$ cat src/rtl/pe_dot_accum_pkg.sv
// Shared types for the dot-product accumulation stage: configuration record,
// accumulator FSM states and the buffered result entry.
package pe_types;

  typedef struct packed {
    int NUM_FEATURES;
    int NUM_FILTERS;
    int DOT_OUTPUT_WIDTH;
  } pe_cfg_t;

  localparam int PE_NUM_FEATURES = 2;
  localparam int PE_NUM_FILTERS  = 2;
  localparam int PE_DOT_WIDTH    = 16;
  localparam int PE_ACCUM_WIDTH  = 32;

  localparam pe_cfg_t PE_CFG_DEFAULT = '{
    NUM_FEATURES:     PE_NUM_FEATURES,
    NUM_FILTERS:      PE_NUM_FILTERS,
    DOT_OUTPUT_WIDTH: PE_DOT_WIDTH
  };

  typedef enum logic {
    ACC_IDLE  = 1'b0,
    ACC_ACCUM = 1'b1
  } acc_state_e;

  // Buffered result for the default geometry: saturation flag plus sums.
  typedef struct packed {
    logic                                                            sat;
    logic [PE_NUM_FEATURES-1:0][PE_NUM_FILTERS-1:0][PE_ACCUM_WIDTH-1:0] data;
  } accum_entry_t;

endpackage

$ cat src/rtl/pe_accum_fifo.sv
// Two-entry result buffer. A push into a full buffer is accepted only when a
// pop happens in the same cycle; otherwise it is dropped and flagged.
module pe_accum_fifo #(
  parameter int WIDTH = 8
) (
  input  logic             clock,
  input  logic             resetn,
  input  logic             push,
  input  logic [WIDTH-1:0] push_data,
  input  logic             pop,
  output logic             head_valid,
  output logic [WIDTH-1:0] head_data,
  output logic             drop
);

  logic [1:0][WIDTH-1:0] mem_q, mem_d;
  logic                  wr_ptr_q, wr_ptr_d;
  logic                  rd_ptr_q, rd_ptr_d;
  logic [1:0]            count_q, count_d;
  logic                  full, pop_ok, push_ok;

  // NOTE: every signal written here gets a default first, so no path can
  // leave one unassigned and infer a latch.
  always_comb begin
    full     = (count_q == 2'd2);
    pop_ok   = pop && (count_q != 2'd0);
    push_ok  = push && (!full || pop_ok);
    drop     = push && !push_ok;
    mem_d    = mem_q;
    wr_ptr_d = wr_ptr_q;
    rd_ptr_d = rd_ptr_q;
    if (push_ok) begin
      mem_d[wr_ptr_q] = push_data;
      wr_ptr_d        = ~wr_ptr_q;
    end
    if (pop_ok) begin
      rd_ptr_d = ~rd_ptr_q;
    end
    count_d = count_q + {1'b0, push_ok} - {1'b0, pop_ok};
  end

  // NOTE: state registers use non-blocking assignments so every flop samples
  // the pre-edge values regardless of statement order.
  always_ff @(posedge clock or negedge resetn) begin
    if (!resetn) begin
      // NOTE: the two storage slots are reset as well, so the head reads
      // zero rather than stale data while the buffer is empty.
      mem_q    <= '0;
      wr_ptr_q <= 1'b0;
      rd_ptr_q <= 1'b0;
      count_q  <= 2'd0;
    end else begin
      mem_q    <= mem_d;
      wr_ptr_q <= wr_ptr_d;
      rd_ptr_q <= rd_ptr_d;
      count_q  <= count_d;
    end
  end

  assign head_valid = (count_q != 2'd0);
  assign head_data  = mem_q[rd_ptr_q];

endmodule

$ cat src/rtl/pe_dot_accum.sv
// Accumulates signed dot-product beats per [feature][filter] element with
// saturation and hands finished sums to a two-entry output buffer.
module pe_dot_accum
  import pe_types::*;
#(
  parameter pe_cfg_t cfg         = PE_CFG_DEFAULT,
  parameter int      ACCUM_WIDTH = 32
) (
  input  logic clock,
  input  logic resetn,
  input  logic i_valid,
  input  logic i_first,
  input  logic i_last,
  input  logic [cfg.NUM_FEATURES-1:0][cfg.NUM_FILTERS-1:0][cfg.DOT_OUTPUT_WIDTH-1:0] i_dot_result,
  output logic o_valid,
  input  logic i_ready,
  output logic [cfg.NUM_FEATURES-1:0][cfg.NUM_FILTERS-1:0][ACCUM_WIDTH-1:0] o_accum,
  output logic o_sat,
  output logic o_error
);

  localparam int NF     = cfg.NUM_FEATURES;
  localparam int NM     = cfg.NUM_FILTERS;
  localparam int AW     = ACCUM_WIDTH;
  localparam int DATA_W = NF * NM * AW;

  localparam logic [AW-1:0] ACC_MAX = {1'b0, {(AW-1){1'b1}}};
  localparam logic [AW-1:0] ACC_MIN = {1'b1, {(AW-1){1'b0}}};

  if (ACCUM_WIDTH < cfg.DOT_OUTPUT_WIDTH) begin : g_width_check
    $fatal(1, "pe_dot_accum: ACCUM_WIDTH must be >= DOT_OUTPUT_WIDTH");
  end

  typedef logic [NF-1:0][NM-1:0][AW-1:0] acc_arr_t;

  acc_state_e       state_q, state_d;
  acc_arr_t         acc_q, acc_d;
  acc_arr_t         dot_ext, add_res, push_data;
  logic [NF*NM-1:0] add_sat;
  logic             sat_q, sat_d;
  logic             err_q, err_d;
  logic             push, push_sat, proto_err, fifo_drop, pop;
  logic [DATA_W:0]  head_entry;

  // One extra sum bit per element exposes overflow: the top two bits differ.
  for (genvar f = 0; f < NF; f++) begin : g_feat
    for (genvar m = 0; m < NM; m++) begin : g_filt
      logic [AW:0] sum_wide;
      assign dot_ext[f][m]     = AW'($signed(i_dot_result[f][m]));
      assign sum_wide          = {acc_q[f][m][AW-1], acc_q[f][m]}
                               + {dot_ext[f][m][AW-1], dot_ext[f][m]};
      assign add_sat[f*NM + m] = sum_wide[AW] ^ sum_wide[AW-1];
      assign add_res[f][m]     = add_sat[f*NM + m] ? (sum_wide[AW] ? ACC_MIN : ACC_MAX)
                                                   : sum_wide[AW-1:0];
    end
  end

  always_comb begin
    state_d   = state_q;
    acc_d     = acc_q;
    sat_d     = sat_q;
    push      = 1'b0;
    push_data = add_res;
    push_sat  = sat_q | (|add_sat);
    proto_err = 1'b0;
    if (i_valid) begin
      if (i_first) begin
        // A first beat mid-accumulation abandons the old sums and restarts.
        proto_err = (state_q == ACC_ACCUM);
        acc_d     = dot_ext;
        sat_d     = 1'b0;
        if (i_last) begin
          push      = 1'b1;
          push_data = dot_ext;
          push_sat  = 1'b0;
          state_d   = ACC_IDLE;
        end else begin
          state_d = ACC_ACCUM;
        end
      end else if (state_q == ACC_IDLE) begin
        proto_err = 1'b1;
      end else begin
        acc_d = add_res;
        sat_d = sat_q | (|add_sat);
        if (i_last) begin
          push    = 1'b1;
          state_d = ACC_IDLE;
        end
      end
    end
  end

  assign err_d = err_q | proto_err | fifo_drop;

  always_ff @(posedge clock or negedge resetn) begin
    if (!resetn) begin
      state_q <= ACC_IDLE;
      acc_q   <= '0;
      sat_q   <= 1'b0;
      err_q   <= 1'b0;
    end else begin
      state_q <= state_d;
      acc_q   <= acc_d;
      sat_q   <= sat_d;
      err_q   <= err_d;
    end
  end

  assign pop = o_valid && i_ready;

  pe_accum_fifo #(
    .WIDTH(DATA_W + 1)
  ) u_fifo (
    .clock      (clock),
    .resetn     (resetn),
    .push       (push),
    .push_data  ({push_sat, push_data}),
    .pop        (pop),
    .head_valid (o_valid),
    .head_data  (head_entry),
    .drop       (fifo_drop)
  );

  assign {o_sat, o_accum} = head_entry;
  assign o_error          = err_q;

endmodule

$ cat config.mk
export PLATFORM = sky130hd
export DESIGN_NAME = pe_dot_accum
export DESIGN_NICKNAME = d
export VERILOG_FILES = /design/src/rtl/pe_dot_accum_pkg.sv /design/src/rtl/pe_accum_fifo.sv /design/src/rtl/pe_dot_accum.sv
export SDC_FILE = /design/constraint.sdc
export NUM_CORES = 1
export LEC_CHECK = 0
export ABC_AREA = 1
export ABC_CLOCK_PERIOD_IN_PS = 5400
export BUFFER_PORTS_ARGS = -buffer_cell sky130_fd_sc_hd__buf_2
export CORE_ASPECT_RATIO = 2
export CORE_UTILIZATION = 60
export CTS_CLUSTER_SIZE = 20
export DETAILED_ROUTE_END_ITERATION = 6
export PLACE_DENSITY_LB_ADDON = 0.05
export SETUP_SLACK_MARGIN = 0.1
export SKIP_CTS_REPAIR_TIMING = 1
export SLEW_MARGIN = 20
export SYNTH_ARGS = -nofsm -noshare
export SYNTH_HDL_FRONTEND = slang
export SYNTH_SLANG_ARGS = --single-unit
$ cat constraint.sdc
create_clock -name clock -period 5.4 [get_ports clock]
set_clock_uncertainty 0.05 [all_clocks]
set_input_delay 0.54 -clock clock [delete_from_list [all_inputs] [get_ports clock]]
set_output_delay 0.54 -clock clock [all_outputs]
set_load 0.02 [all_outputs]
==> impl_metrics.env <==
export IMPL_min_period_ps=4200
export IMPL_core_um2=45800
export IMPL_dr_total_vias=28600
export IMPL_grt_max_degree=137
export IMPL_clockBufferDepth=3
export IMPL_dr_pass1_iters=6
export IMPL_ir_drop_uv=892
export IMPL_clk_pin_slew_ps=70
export IMPL_routedWlPerCell_um=18.8
export IMPL_tightestPinTransition_ps=1030
export IMPL_crit_path_end_kind="flip-flop"
export IMPL_clockRootBuffer="clkbuf_16"
export IMPL_setup_viol=0
export IMPL_die_x_um=154
export IMPL_grt_usage=0.396
export IMPL_finish_utilization=0.659
export IMPL_ant_nets=0
export IMPL_yosys_area_top_type_share=0.353
export IMPL_required_ps=5790
export IMPL_dp_cells=4872
export IMPL_synth_edf_count=0
export IMPL_synth_compound_area_frac=0.0963
export IMPL_synthTopCellsByArea="dfrtp_1 (35%), nand2_1 (24%), nand3_1 (9.9%)"
export IMPL_netlist_instances=4280
export IMPL_drv_cap=0
export IMPL_synth_simple_area_share=0.403
export IMPL_yosysWarnings=0
export IMPL_vias_per_cell=5.79
export IMPL_hpwl_um=65700
export IMPL_io_buffers=200
export IMPL_grt_ovfl_total=0
export IMPL_hold_viol=0
export IMPL_setup_tns_final_ps=0
export IMPL_drv_slew=0
export IMPL_insertion_delay_ps=570
export IMPL_synth_top_family_by_area="simple AND/OR/NAND/NOR gates"
export IMPL_period_share=0.778
export IMPL_outcome="finished clean"
export IMPL_ys_seq_area_frac=0.353
export IMPL_leakagePower_nw=16.8
export IMPL_synth_adder_area_share=0.0645
export IMPL_area_delta_synth_final_pct=8.47
export IMPL_ioPinCount=201
export IMPL_arrival_ps=4590
export IMPL_finalNetCount=4557
export IMPL_synthXorXnorAreaFrac=0.00976
export IMPL_ys_ff_latch=393
export IMPL_crit_fanout=54
export IMPL_grt_pass1_vias=28500
export IMPL_crit_path_start_kind="flip-flop"
export IMPL_drc=0
export IMPL_hp_class="in2reg"
export IMPL_max_freq_mhz=238
export IMPL_synth_ff_type="dfrtp_1"
export IMPL_instances_no_fill=4940
export IMPL_grt_pass1_wl_um=146000
export IMPL_die_area_um2=47300
export IMPL_power_density_nw_per_um2=741
export IMPL_dieHeight_um=307
export IMPL_worstSetupPathType="reg2reg"
export IMPL_avgSynthCellArea_um2=6.50
export IMPL_cts_buffers=36
export IMPL_initial_core_util=0.607
export IMPL_drive_gt1_frac=0.0829
export IMPL_finalPower_mw=22.4
export IMPL_routed_wl_um=92800
export IMPL_relSlewSlack=0.307
export IMPL_drt_iter0_drc=1913
export IMPL_synth_distinct_cells=43
export IMPL_hold_slack_ps=213
export IMPL_htreeDepth=2
export IMPL_async_flop_share=1.00
export IMPL_synth_nets=4491
export IMPL_cts_tree="done"
export IMPL_synth_area_um2=27800
export IMPL_rows=111
export IMPL_fillCellCount=4387
export IMPL_rsz0062_at_grt="no"
export IMPL_synth_top_area_cell="dfrtp_1"
export IMPL_routabilityCongestion=1.04
export IMPL_antenna_found_initial=7
export IMPL_synth_mux_area_frac=0
export IMPL_cts_sinks=393
[synthesized netlist by cell type, types with 27 or more instances]
cell type / n
nand3_1: 550
nand2_1: 1792
dfrtp_1: 393
nor3_1: 27
clkbuf_1: 119
buf_2: 29
o21ai_0: 155
buf_1: 34
nor2_1: 245
a21oi_1: 266
inv_1: 288
ha_1: 137
[flip-flops by register name, summed over array words and instances (netlist names)]
register         flops
acc_q              128
u_fifo.wr_ptr_q      1
o_error              1
state_q              1
u_fifo.rd_ptr_q      1
u_fifo.count_q       2
u_fifo.mem_q       258
sat_q                1
[path summary, 6_finish.rpt]
path / from / endpoint / slack, ps / cells after the start
worst max-delay path: acc_q[34]$_DFFE_PN0P_ / u_fifo.mem_q[59]$_DFFE_PN0P_ / 1200 / 17
min in group asynchronous: resetn / u_fifo.mem_q[88]$_DFFE_PN0P_ / 420 / 2
worst max register to register: acc_q[34]$_DFFE_PN0P_ / u_fifo.mem_q[59]$_DFFE_PN0P_ / 1200 / 17
worst min register to register: u_fifo.mem_q[245]$_DFFE_PN0P_ / u_fifo.mem_q[245]$_DFFE_PN0P_ / 430 / 2
max in group asynchronous: resetn / u_fifo.mem_q[32]$_DFFE_PN0P_ / 3600 / 3
worst min-delay path: i_ready / u_fifo.rd_ptr_q$_DFFE_PN0P_ / 210 / 3
[cells by family (layout without fill, tap and decap cells)]
kind of cell,Yosys count,in the layout
AO/OA/AOI/OAI,500,500
buffers and inverters,503,592
flip-flops,393,393
XOR/XNOR,31,31
AND/OR/NAND/NOR,2712,2712
other,0,6
adder cells (fa/ha/maj),141,141
[through the flow]
stage	area, um2	setup slack (ps)
floorplan	27800	1880
global placement	29000	851
detailed placement	29000	828
CTS	30200	1220
global route	30200	906
finish	30200	1200
[layout make-up]
class	count	area, um2	area share
sequential	393	9840	0.326
clock buffer	52	1050	0.0349
inverter	303	1150	0.0381
timing repair buffer	228	1290	0.0426
tap	565	707	0.0234
antenna	6	15.0	0.000497
clock inverter	9	139	0.00460
multi-input combinational	3384	16000	0.530
[critical path: stages, from the launching register on]
cell	delay [ps]
dfrtp_1	380
ha_1	320
or2_2	310
and2_1	220
nand3_1	80
nand3_1	210
nand3_1	200
nand2_1	90
nand2_1	80
o211ai_1	90
xor2_1	200
inv_1	60
ha_1	520
nand2_2	270
buf_4	530
nand3_1	230
nand3_1	140
nand2_1	80
[where the power goes]
part	internal, mW	leakage, nW	switching, mW	total (mW)
clock	1.50	0.584	1.20	2.70
combinational	4.52	11.4	10.1	14.6
sequential	4.28	4.87	0.807	5.09
total	10.3	16.8	12.1	22.4
[placed cells by master, fill, tap and decap left out, types with 23 or more instances in the layout]
master     instances
a21oi_1          266
buf_2            199
clkbuf_16         38
dfrtp_1          392
ha_1             137
inv_1            286
nand2_1         1792
nand3_1          550
nor2_1           241
nor3_1            27
o21ai_0          155
or2_2             23
xor2_1            25
[metal layers]
layer | up-vias | global-route usage | part of all wire
met3 | 366 | 0.0550 | 0.053
met5 | - | 0 | 0.000097
met4 | 2 | 0.345 | 0.093
met1 | 13300 | 0.399 | 0.35
met2 | 963 | 0.711 | 0.51
li1 | 13900 | - | -
Power figures use the tool's default switching activity.
